$ cat src/rtl/elevator_car.sv
// elevator_car: per-car SCAN motion controller. Holds pending stops in a
// 16-bit mask, moves one floor per TRAVEL_CYCLES and opens the door for
// DOOR_CYCLES at each requested floor.
// Optional feature: define ELEVATOR_CAR_DOOR_HOLD_EN to add door_hold_i,
// which freezes the door timer while asserted.
module elevator_car #(
  parameter int FLOORS        = 16,
  parameter int TRAVEL_CYCLES = 8,
  parameter int DOOR_CYCLES   = 4
) (
  input  logic        clock_i,
  input  logic        reset_i,
  input  logic        assign_i,
  input  logic [3:0]  obj_i,
`ifdef ELEVATOR_CAR_DOOR_HOLD_EN
  input  logic        door_hold_i,
`endif
  output logic [5:0]  state_o,
  output logic        door_open_o,
  output logic [15:0] pending_o,
  output logic        busy_o
);

  localparam int TW = (TRAVEL_CYCLES > 1) ? $clog2(TRAVEL_CYCLES) : 1;
  localparam int DW = (DOOR_CYCLES > 1) ? $clog2(DOOR_CYCLES) : 1;
  localparam logic [TW-1:0] T_LAST = TW'(TRAVEL_CYCLES - 1);
  localparam logic [DW-1:0] D_LAST = DW'(DOOR_CYCLES - 1);
  localparam logic [4:0]    FLOORS_W = 5'(FLOORS);

  localparam logic [1:0] DIR_IDLE = 2'b00;
  localparam logic [1:0] DIR_DN   = 2'b01;
  localparam logic [1:0] DIR_UP   = 2'b11;

  typedef enum logic [1:0] {S_IDLE, S_MOVE, S_DOOR} fsm_e;

  fsm_e          fsm_q, fsm_d;
  logic [3:0]    floor_q, floor_d;
  logic [1:0]    dir_q, dir_d;
  logic          door_q, door_d;
  logic [15:0]   pending_q, pending_d;
  logic [TW-1:0] tcnt_q, tcnt_d;
  logic [DW-1:0] dcnt_q, dcnt_d;

  logic          obj_ok, obj_here, hold;
  logic [15:0]   above_m, below_m;
  logic          near_found, near_up;

  assign obj_ok   = assign_i && ({1'b0, obj_i} < FLOORS_W);
  assign obj_here = obj_ok && (obj_i == floor_q);

`ifdef ELEVATOR_CAR_DOOR_HOLD_EN
  assign hold = door_hold_i;
`else
  assign hold = 1'b0;
`endif

  // Floor-relative masks and nearest-pending search (distance tie goes up).
  always_comb begin
    above_m    = '0;
    below_m    = '0;
    near_found = 1'b0;
    near_up    = 1'b0;
    for (int i = 0; i < 16; i++) begin
      above_m[i] = (4'(i) > floor_q);
      below_m[i] = (4'(i) < floor_q);
    end
    for (int d = 1; d < 16; d++) begin
      if (!near_found) begin
        if ((int'(floor_q) + d < 16) && pending_q[4'(int'(floor_q) + d)]) begin
          near_found = 1'b1;
          near_up    = 1'b1;
        end else if ((int'(floor_q) - d >= 0) && pending_q[4'(int'(floor_q) - d)]) begin
          near_found = 1'b1;
          near_up    = 1'b0;
        end
      end
    end
  end

  // Next-state logic: request capture, then IDLE/MOVE/DOOR transitions.
  always_comb begin
    logic ahead, behind;
    fsm_d     = fsm_q;
    floor_d   = floor_q;
    dir_d     = dir_q;
    door_d    = door_q;
    tcnt_d    = tcnt_q;
    dcnt_d    = dcnt_q;
    pending_d = pending_q;
    ahead     = 1'b0;
    behind    = 1'b0;

    // A request for the current floor while idle or with the door open is
    // served by the door itself, never by a pending bit.
    if (obj_ok && !(obj_here && fsm_q != S_MOVE))
      pending_d[obj_i] = 1'b1;

    case (fsm_q)
      S_IDLE: begin
        if (obj_here) begin
          fsm_d  = S_DOOR;
          door_d = 1'b1;
          dcnt_d = '0;
        end else if (pending_q[floor_q]) begin
          fsm_d              = S_DOOR;
          door_d             = 1'b1;
          dcnt_d             = '0;
          pending_d[floor_q] = 1'b0;
        end else if (near_found) begin
          fsm_d  = S_MOVE;
          tcnt_d = '0;
          dir_d  = near_up ? DIR_UP : DIR_DN;
        end
      end

      S_MOVE: begin
        if (tcnt_q == T_LAST) begin
          tcnt_d  = '0;
          floor_d = (dir_q == DIR_UP) ? floor_q + 4'd1 : floor_q - 4'd1;
          // Arrival wins over a same-edge request for this floor.
          if (pending_d[floor_d]) begin
            fsm_d              = S_DOOR;
            door_d             = 1'b1;
            dcnt_d             = '0;
            pending_d[floor_d] = 1'b0;
          end
        end else begin
          tcnt_d = tcnt_q + TW'(1);
        end
      end

      S_DOOR: begin
        if (obj_here || hold) begin
          dcnt_d = '0;
        end else if (dcnt_q == D_LAST) begin
          door_d = 1'b0;
          dcnt_d = '0;
          if (dir_q == DIR_UP) begin
            ahead  = |(pending_d & above_m);
            behind = |(pending_d & below_m);
          end else if (dir_q == DIR_DN) begin
            ahead  = |(pending_d & below_m);
            behind = |(pending_d & above_m);
          end
          if (ahead) begin
            fsm_d  = S_MOVE;
            tcnt_d = '0;
          end else if (behind) begin
            fsm_d  = S_MOVE;
            tcnt_d = '0;
            dir_d  = (dir_q == DIR_UP) ? DIR_DN : DIR_UP;
          end else begin
            fsm_d = S_IDLE;
            dir_d = DIR_IDLE;
          end
        end else begin
          dcnt_d = dcnt_q + DW'(1);
        end
      end

      default: begin
        fsm_d = S_IDLE;
        dir_d = DIR_IDLE;
      end
    endcase
  end

  // State register; reset discards all pending targets.
  always_ff @(posedge clock_i or posedge reset_i) begin
    if (reset_i) begin
      fsm_q     <= S_IDLE;
      floor_q   <= '0;
      dir_q     <= DIR_IDLE;
      door_q    <= 1'b0;
      pending_q <= '0;
      tcnt_q    <= '0;
      dcnt_q    <= '0;
    end else begin
      fsm_q     <= fsm_d;
      floor_q   <= floor_d;
      dir_q     <= dir_d;
      door_q    <= door_d;
      pending_q <= pending_d;
      tcnt_q    <= tcnt_d;
      dcnt_q    <= dcnt_d;
    end
  end

  assign state_o     = {floor_q, dir_q};
  assign door_open_o = door_q;
  assign pending_o   = pending_q;
  assign busy_o      = (fsm_q != S_IDLE);

`ifndef SYNTHESIS
  // The SCAN policy must never drive the car past either end of the shaft.
  a_floor_range: assert property (@(posedge clock_i) disable iff (reset_i)
    int'(floor_q) < FLOORS);
  a_no_overrun: assert property (@(posedge clock_i) disable iff (reset_i)
    !(fsm_q == S_MOVE && tcnt_q == T_LAST &&
      ((dir_q == DIR_UP && int'(floor_q) == FLOORS - 1) ||
       (dir_q == DIR_DN && floor_q == 4'd0) || dir_q == DIR_IDLE)));
`endif

endmodule
$ cat config.mk
export PLATFORM = sky130hd
export DESIGN_NAME = elevator_car
export DESIGN_NICKNAME = d
export VERILOG_FILES = /design/src/rtl/elevator_car.sv
export SDC_FILE = /design/constraint.sdc
export NUM_CORES = 1
export LEC_CHECK = 0
export ABC_AREA = 1
export CORE_MARGIN = 3
export CORE_UTILIZATION = 55
export DETAILED_ROUTE_END_ITERATION = 10
export PLACE_DENSITY = 0.78
export SLEW_MARGIN = 25
export SYNTH_ARGS = -nofsm -noshare
export SYNTH_HDL_FRONTEND = slang
export SYNTH_SLANG_ARGS = --single-unit
$ cat constraint.sdc
create_clock -name clock_i -period 3.3 [get_ports clock_i]
set_input_delay 0.66 -clock clock_i [delete_from_list [all_inputs] [get_ports clock_i]]
set_output_delay 0.66 -clock clock_i [all_outputs]
set_load 0.03 [all_outputs]
== Word level (Yosys, flattened, before mapping) ==
Cells that the tools add are included.

* Add/sub/neg operators: 34
* Magnitude comparators: 98
* Equal/unequal tests: 19
* Multiplexer cells: 247
* Bitwise operators: 8
* Reductions and logical operators: 48

{| class="wikitable"
|+ Operators by type and width
! cell !! count
|-
| greater-or-equal comparator 32 x 1 -> 1 bit, second input constant || 15
|-
| less-than comparator 32 x 6 -> 1 bit, second input constant || 15
|-
| less-than comparator 4 x 6 -> 1 bit, second input constant || 30
|-
| two-way mux 1 bit || 170
|-
| binary-select mux 1 bit (select 4 bit) || 32
|-
| two-way mux 16 bit || 5
|-
| AND 16 bit || 4
|-
| two-way mux 2 bit || 22
|-
| adder 4 x 4 -> 5 bit, second input constant || 8
|-
| subtractor 4 x 4 -> 5 bit, second input constant || 8
|-
| logical AND 1 bit || 36
|-
| > comparator 4 bit, first input constant || 8
|-
| less-than comparator 4 bit, first input constant || 8
|-
| NOT 16 bit || 2
|-
| one-hot mux 16 bit (2 select lines) || 1
|-
| OR reduction 16 bit || 2
|-
| two-way mux 3 bit || 8
|-
| adder 4 x 3 -> 5 bit, second input constant || 4
|-
| subtractor 4 x 3 -> 5 bit, second input constant || 4
|-
| one-hot mux 2 bit (3 select lines) || 3
|-
| > comparator 3 x 4 -> 1 bit, first input constant || 4
|-
| less-than comparator 3 x 4 -> 1 bit, first input constant || 4
|-
| != test 2 bit, second input constant || 8
|-
| OR 16 bit || 1
|-
| other kinds (35) || 52
|}

* Register bits after elaboration: 30
* Input bits: 7
* Word-level logic and storage cells: 461

== Logic depth before layout (Yosys ltp) ==
Gate-level depths: netlist (run 1).

* Depth in word-level cells: 53
* Mapped depth: 24
* Gate-level depth less buffers: 21

== Worst setup path before layout (run 1) ==
OpenSTA, ideal clock, no wires.

* Path type: register -> register
* Start point: reg floor_q[0]
* End point: reg fsm_q[1]
* Arrival: 3156 ps
* Required time: 3183 ps
* Path slack: 27 ps
* Stages on the path, launching flop included: 22
* Path buffers: 4
* Clock period less this slack: 3273 ps
* Cell sequence: dfrtp_1 inv_1 buf_2 buf_2 buf_1 ha_1 buf_2 clkinv_1 xor2_1 inv_1 nor2_1 inv_1 o21ai_0 nor2_1 nor2_1 nor2_1 nand2_2 nand2_4 nand2_2 nor2_1 o21ai_1 inv_1

* Word-level cells in the longest chain between the ends: 23
* Elaborated cells on any way between the ends: 244

{| class="wikitable"
|+ RTL lines
! element !! line !! source
|-
| start: declaration || 37 || <nowiki>logic [3:0] floor_q, floor_d;</nowiki>
|-
| start signal: assignment || 180 || <nowiki>floor_q <= floor_d;</nowiki>
|-
| branches (longest 23 deep; another with greater-or-equal comparator 32 x 1 -> 1 bit) || n/a ||
|-
| end signal: assignment || 179 || <nowiki>fsm_q <= fsm_d;</nowiki>
|-
| end: declaration || 36 || <nowiki>fsm_e fsm_q, fsm_d;</nowiki>
|}

Parallel ways; which one is timed is not known. The select of a mux whose other input is x is not followed.
A chain may end at the register's enable or synchronous reset.

== Worst setup path after layout (run 1) ==
* Start point: reg floor_q[1]
* End point: reg pending_q[11], in the netlist pending_o[11]

* Word-level cells in the longest chain between the ends: 11
* Elaborated cells on any way between the ends: 32

{| class="wikitable"
|+ RTL lines
! element !! line !! source
|-
| subtractor 4 x 1 -> 4 bit, or another cell as far along || 119 || <nowiki>floor_d = (dir_q == DIR_UP) ? floor_q + 4'd1 : floor_q - 4'd1;</nowiki>
|-
| two-way mux 4 bit or logical AND 1 bit (tied branches) || 119, 49 ||
|-
| less-than comparator 4 x 5 -> 1 bit (implied by the code), or another cell as far along || 125 || <nowiki>pending_d[floor_d] = 1'b0;</nowiki>
|-
| logical AND 1 bit (implied by the code) or logical NOT 1 bit (tied branches) || 125, 95 ||
|-
| two-way mux 1 bit (implied by the code) or logical AND 1 bit (tied branches) || 125, 95 ||
|-
| demux 1 bit (select 4 bit) or two-way mux 16 bit (tied branches) || 125, 95 ||
|-
| NOT 16 bit (no source line) or binary-select mux 1 bit (select 4 bit) (tied branches) || n/a ||
|-
| AND 16 bit (no source line) or two-way mux 1 bit (tied branches) || n/a ||
|-
| two-way mux 16 bit || 121 || <nowiki>if (pending_d[floor_d]) begin</nowiki>
|-
| two-way mux 16 bit || 117 || <nowiki>if (tcnt_q == T_LAST) begin</nowiki>
|-
| one-hot mux 16 bit (2 select lines) * || 98 || <nowiki>case (fsm_q)</nowiki>
|-
| net pending_d[11] || 40 || <nowiki>logic [15:0] pending_q, pending_d;</nowiki>
|-
| end signal: assignment || 183 || <nowiki>pending_q <= pending_d;</nowiki>
|-
| end: declaration || 40 ||
|}

Mark *: on every way through the listed nets, which the timed path passes. The rest lies on a longest branch. The select of a mux whose other input is x is not followed.

==> run summary, run 1 <==
number of synthesized flops with an enable pin -> 0
worst setup path class -> reg2reg
number of I/O pins -> 31
initial core utilization -> 57.8%
met2 wire len -> 7.70 mm
Async SR Flop Fraction -> 100%
dpl cell area -> 4760 µm²
Final Total Pwr -> 0.00313 W
Syn Inst Count -> 750
Post-Route Setup TNS -> 0 ns
vias -> 5512
DP Cell Count -> 879
Post-synth top flop -> dfrtp_1
DP HPWL -> 13.1 mm
drt via density -> 6.21
area grow syn2layout -> 14.6%
max_cap viols -> 0
CP arrival -> 3.32 ns
number of global-route vias before repair -> 5191
Period minus WS final -> 3.13 ns
Core Area -> 7370 µm²
GRT Total Usage -> 39.8%
top layer in use -> met4
Clock Sinks -> 30
fraction of layout cells with a size suffix above 1 -> 7.23%
Max-slew headroom -> 39.0%
DR pass1 iterations -> 5
most frequent cells in the layout -> 221 x nand2_1, 158 x nand3_1, 88 x inv_1
initial antenna violation count -> 0
worst-margin pin slew -> 0.906 ns
Synth Warn # -> 0
startpoint types -> flip-flop
fmax -> 0.320 GHz
maximum VDD drop -> 423 µV
gr ovfl total -> 0
clk_lat worst skew -> 0.28 ns
ant diodes -> 0
final hold viol count -> 0
unrepaired setup endpoints after global routing -> false
clock skew -> 0.00432 ns
worst path required time -> 3.50 ns
clock-pin slew on the worst setup and hold paths -> 0.07 ns
Lkg Pwr -> 2.75 nW
endpoints failing setup -> 0
first-pass GRT wire length -> 27.0 mm
clock root cell -> clkbuf_8
P per Cell Area -> 641 nW/µm²
# DRC -> 0
pre-CTS setup slack -> 0.0293 ns
Met1 Wirelength -> 6.38 mm
Detail Route Antenna Nets -> 0
H-tree Lvls -> 2
port bufs -> 30
iteration-0 DRC count of the detailed router -> 902
Num CTS Buffers -> 5
CTS tree -> built
fin cells -> 887
final setup margin -> 0.174 ns
pin count of the biggest net entering global routing -> 31
routed length per placed instance -> 19.2 µm
outcome -> complete, no violations
mean post-synth cell area -> 5.68 µm²
Seq/Total Area, Yosys -> 17.6%
met3 wire len -> 1.95 mm
Die Y -> 94 µm
Mapped Area -> 4260 µm²
Min-Delay Path Class -> reg2reg
period utilisation layout -> 94.7%
worst-path fanout max -> 14
Yosys cell types -> 41
Die Footprint -> 8840 µm²
Yosys reg bits -> 30
syn nets -> 778
# rows -> 31
Fill cells -> 714
final layout net count -> 815
Worst setup EP type -> flip-flop
commonest non-fill, non-tap cell in the layout -> nand2_1
Max Slew Vio Count -> 0
Clock Path Buffers -> 2
RePlAce Congestion -> 1.05
die width -> 94 µm
routed wire length -> 17.0 mm
finished layout cell area -> 4880 µm²
==> cell families after synthesis <==
logic type,Yosys count,share of synthesized area (%)
DFF,30,17.6
AOI/OAI and AO/OA,100,13.6
xor gates and xnor gates,9,1.85
and+or+nand+nor,476,49.8
adders and majority gates,21,6.17
buffers and inverters,114,11.0
==> critical path, stage by stage (launching register included) <==
cell	delay [ns]
dfrtp_1	0.35
inv_1	0.15
ha_1	0.34
clkinv_1	0.24
xor2_1	0.46
inv_1	0.16
nor2_1	0.28
inv_1	0.12
o21ai_0	0.19
nor2_1	0.06
nor2_1	0.09
nor2_1	0.06
nand2_2	0.11
nand2_4	0.09
buf_12	0.16
a21oi_1	0.16
==> Yosys cell counts (2+ instances only) <==
master	instances	area, µm²
nand3_1	158	791
inv_2	3	11.3
o22ai_1	13	81.3
xnor2_1	2	17.5
o21ai_1	8	40.0
ha_1	21	263
nand4_1	4	25.0
clkbuf_1	4	15.0
xor2_1	7	61.3
nor2_1	63	236
buf_2	10	50.1
a21oi_1	38	190
buf_6	3	33.8
nand3_2	3	30.0
dfrtp_1	30	751
nor3_1	4	20.0
inv_1	88	330
a31oi_1	11	68.8
o21ai_0	17	85.1
o31ai_1	2	15.0
nand2_2	5	31.3
nor2_2	2	12.5
o32ai_1	2	17.5
or2_2	2	12.5
buf_1	4	15.0
nand3b_1	8	60.1
nand2_1	221	830
a21oi_2	3	26.3
a21boi_0	2	15.0
==> path summary, 6_finish.rpt <==
| path | startpoint | end | slack (ns) | cells after the start |
|---|---|---|---|---|
| setup / recovery | floor_q[1] | pending_o[11] | 0.17 | 15 |
| hold / removal | door_open_o | door_open_o | 0.49 | 2 |
| setup reg to reg | floor_q[1] | pending_o[11] | 0.17 | 15 |
| hold reg to reg | door_open_o | door_open_o | 0.49 | 2 |
| max in group asynchronous | reset_i | pending_o[12] | 2.26 | 3 |
| min in group asynchronous | reset_i | pending_o[14] | 0.76 | 3 |
==> stage by stage <==
stage	util (%)	hold slack, ns
6_report	66.2	0.489
5_1_grt	66.2	0.516
4_1_cts	65.9	0.488
3_5_place_dp	64.7	0.473
3_3_place_gp	64.7	0.463
2_1_floorplan	-	0.446
==> layout make-up <==
type                    count  area, µm²  area share [%]
multi-input cells         606       3060            62.7
repair buffers             52        505            10.4
clock buffers               6       82.6            1.69
clock inverters             2       12.5           0.256
flip-flops and latches     30        751            15.4
well taps                  99        124            2.54
inverters                  92        345            7.08
==> repair_timing <==
item / 4_1_cts / 5_1_grt
endpoints found under the setup margin: 0 / 5
hold buffers: 0 / 0
endpoints found under the hold margin: 0 / 0
gates resized for setup: 0 / 5
buffers inserted: 0 / 0
==> layer usage <==
| layer | vias up | global-route usage [%] |
|---|---|---|
| met5 | - | 0 |
| met4 | 0 | 20.9 |
| met3 | 93 | 8.33 |
| met2 | 394 | 62.8 |
| met1 | 2461 | 51.0 |
| li1 | 2564 | - |
==> power breakdown <==
part / internal [W] / leakage, nW / switching (W)
registers: 0.000472 / 0.321 / 0.000179
logic: 0.000716 / 2.38 / 0.00145
clock network: 0.000167 / 0.0472 / 0.000146
==> registers in the layout, indices dropped and copies added (netlist names) <==
signal and count:
floor_q 4, pending_o 16, dcnt_q 2, door_open_o 1, dir_q 2, fsm_q 2, tcnt_q 3
Note: power is estimated with default switching activity, not from simulation.
==> inputs of run 2 (changes only) <==
Settings changed: CORE_UTILIZATION 55 to 60, PLACE_DENSITY 0.78 to 0.81.
Clock period 3.3 ns to 3.4 ns, I/O delays scaled along.
==> run summary, run 2 (synthesis results as in run 1) <==
Core Area -> 6830 µm² (-7.3%)
fmax -> 0.304 GHz (-4.9%)
number of I/O pins -> 31 (unchanged)
DP HPWL -> 12.5 mm (-4.3%)
period utilisation layout -> 96.7% (+2.0 points)
Min-Delay Path Class -> reg2reg
Die Y -> 90.3 µm (-4.0%)
Num CTS Buffers -> 5 (unchanged)
Detail Route Antenna Nets -> 0 (unchanged)
area of the multi-input gates -> 3060 µm² (unchanged)
fraction of layout cells with a size suffix above 1 -> 6.76% (-0.47 points)
vias -> 5460 (-0.94%)
DR pass1 iterations -> 7 (+2)
routed length per placed instance -> 18.6 µm (-3.0%)
max_cap viols -> 0 (unchanged)
WHS Path Cells -> 2 (unchanged)
internal power -> 0.00130 W (-3.9%)
endpoints failing setup -> 0 (unchanged)
Largest register FFs -> 16 (unchanged)
drt via density -> 6.20 (-0.16%)
Period minus WS final -> 3.29 ns (+0.162 ns)
sequential group share of total power -> 21.3% (+0.5 points)
# DRC -> 0 (unchanged)
Max-slew headroom -> 48.5% (+9.5 points)
clock skew -> 0.00476 ns (+0.000442 ns)
Die Footprint -> 8150 µm² (-7.8%)
Logic pwr share -> 69.0% (-0.2 points)
most frequent cells in the layout -> 221 x nand2_1, 158 x nand3_1, 88 x inv_1
Post-Route Setup TNS -> 0 ns (unchanged)
# rows -> 30 (-3.2%)
maximum VDD drop -> 517 µV (+22%)
Clock Path Buffers -> 2 (unchanged)
number of global-route vias before repair -> 5022 (-3.3%)
clk_lat worst skew -> 0.28 ns (about the same)
Clock Sinks -> 30 (unchanged)
port bufs -> 30 (unchanged)
first-pass GRT wire length -> 25.5 mm (-5.6%)
clock network power share -> 9.7% (-0.3 points)
die width -> 90.3 µm (-4.0%)
worst-path fanout max -> 9 (-5)
Net Sw Power -> 0.00167 W (-5.7%)
Worst setup EP type -> flip-flop
Fill cells -> 620 (-13%)
H-tree Lvls -> 2 (unchanged)
final hold viol count -> 0 (unchanged)
clock root cell -> clkbuf_8
gr ovfl total -> 0 (unchanged)
startpoint types -> flip-flop
GRT Total Usage -> 39.5% (-0.32 points)
final layout net count -> 811 (-0.49%)
final setup margin -> 0.112 ns (-0.0624 ns)
worst path required time -> 3.60 ns (+0.10 ns)
area grow syn2layout -> 13.1%
outcome -> complete, no violations
P per Cell Area -> 617 nW/µm² (-3.7%)
pre-CTS setup slack -> -0.0622 ns (-0.0916 ns)
reg2reg path depth -> 15 (unchanged)
R2R setup slack -> 0.11 ns (-0.06 ns)
Reg area -> 751 µm² (unchanged)
worst setup path class -> reg2reg
unrepaired setup endpoints after global routing -> false
RePlAce Congestion -> 1.11 (+5.4%)
commonest non-fill, non-tap cell in the layout -> nand2_1
iteration-0 DRC count of the detailed router -> 670 (-26%)
pin count of the biggest net entering global routing -> 32 (+3.2%)
initial core utilization -> 62.3% (+4.6 points)
routed wire length -> 16.4 mm (-3.8%)
initial antenna violation count -> 0 (unchanged)
worst-margin pin slew -> 0.764 ns (-0.142 ns)
Net Sw Frac -> 56.2% (-0.46 points)
clock-pin slew on the worst setup and hold paths -> 0.06 ns (about the same)
CTS tree -> built
Max Slew Vio Count -> 0 (unchanged)
ant diodes -> 0 (unchanged)
Lkg Pwr -> 2.71 nW (-1.5%)
CP arrival -> 3.48 ns (+0.16 ns)
[run 2: changes by cell type in the layout (fill, tap and decap cells not counted)]
cell             change
buf_12               -2
buf_4                -2
clkbuf_1             +1
clkdlybuf4s50_1      +1
clkinv_1             -1
dlymetal6s2s_1       -1
[run 2: final timing paths]
kind	start	endpoint
min in group asynchronous	reset_i	pending_o[3]
setup reg to reg	floor_q[1]	pending_o[2]
hold reg to reg	tcnt_q[2]	tcnt_q[2]
setup / recovery	floor_q[1]	pending_o[2]
max in group asynchronous	reset_i	pending_o[14]
hold / removal	tcnt_q[2]	tcnt_q[2]
[run 2: through the flow]
| stage | total power [W] | cell area (µm²) | util (%) | hold slack (ns) | std cells |
|---|---|---|---|---|---|
| floorplan | 0.00199 | 4260 | - | 0.446 | 750 |
| global placement | 0.00255 | 4690 | 68.6 | 0.460 | 871 |
| detailed placement | 0.00260 | 4690 | 68.6 | 0.476 | 871 |
| CTS | 0.00290 | 4780 | 69.9 | 0.487 | 879 |
| global route | 0.00321 | 4820 | 70.5 | 0.525 | 880 |
| finish | 0.00297 | 4820 | 70.5 | 0.486 | 880 |
[run 2: worst max-delay path: stages (launching register included)]
cell        delay (ns)
dfrtp_1           0.37
inv_1             0.15
ha_1              0.53
clkinvlp_4        0.29
xor2_2            0.29
inv_1             0.13
nor2_1            0.33
inv_1             0.12
o21ai_0           0.19
nor2_1            0.06
nor2_1            0.09
nor2_1            0.06
nand2_2           0.12
nand2_4           0.12
buf_4             0.20
a21oi_1           0.17
[run 2: power groups by stage]
stage                     Combinational (W)  Clock, W  Sequential [W]
after global routing                0.00227  0.000303        0.000636
after global placement              0.00193         0        0.000620
after floorplan                     0.00131         0        0.000680
after detailed placement            0.00198         0        0.000624
final                               0.00205  0.000289        0.000632
after CTS                           0.00199  0.000288        0.000619
[run 2: final cells by class]
| cell class | instances | share of cell area, % |
|---|---|---|
| tap | 96 | 2.49 |
| inverter | 92 | 7.24 |
| multi-input combinational | 606 | 63.5 |
| clock buffer | 7 | 1.79 |
| sequential | 30 | 15.6 |
| timing repair buffer | 48 | 9.30 |
| clock inverter | 1 | 0.104 |
[run 2: what timing repair did]
action                                  4_1_cts  5_1_grt
hold buffers                                  0        0
gates resized for setup                       0        5
buffers inserted                              0        1
endpoints found under the setup margin        0       17
[run 2: metal layers]
layer  part of all wire [%]  up-vias  global-route usage (%)
li1                       -     2558                       -
met1                     37     2429                    48.6
met2                     44      380                    62.7
met3                     13       93                    10.2
met4                    6.2        0                    22.7
met5                      0        -                       0
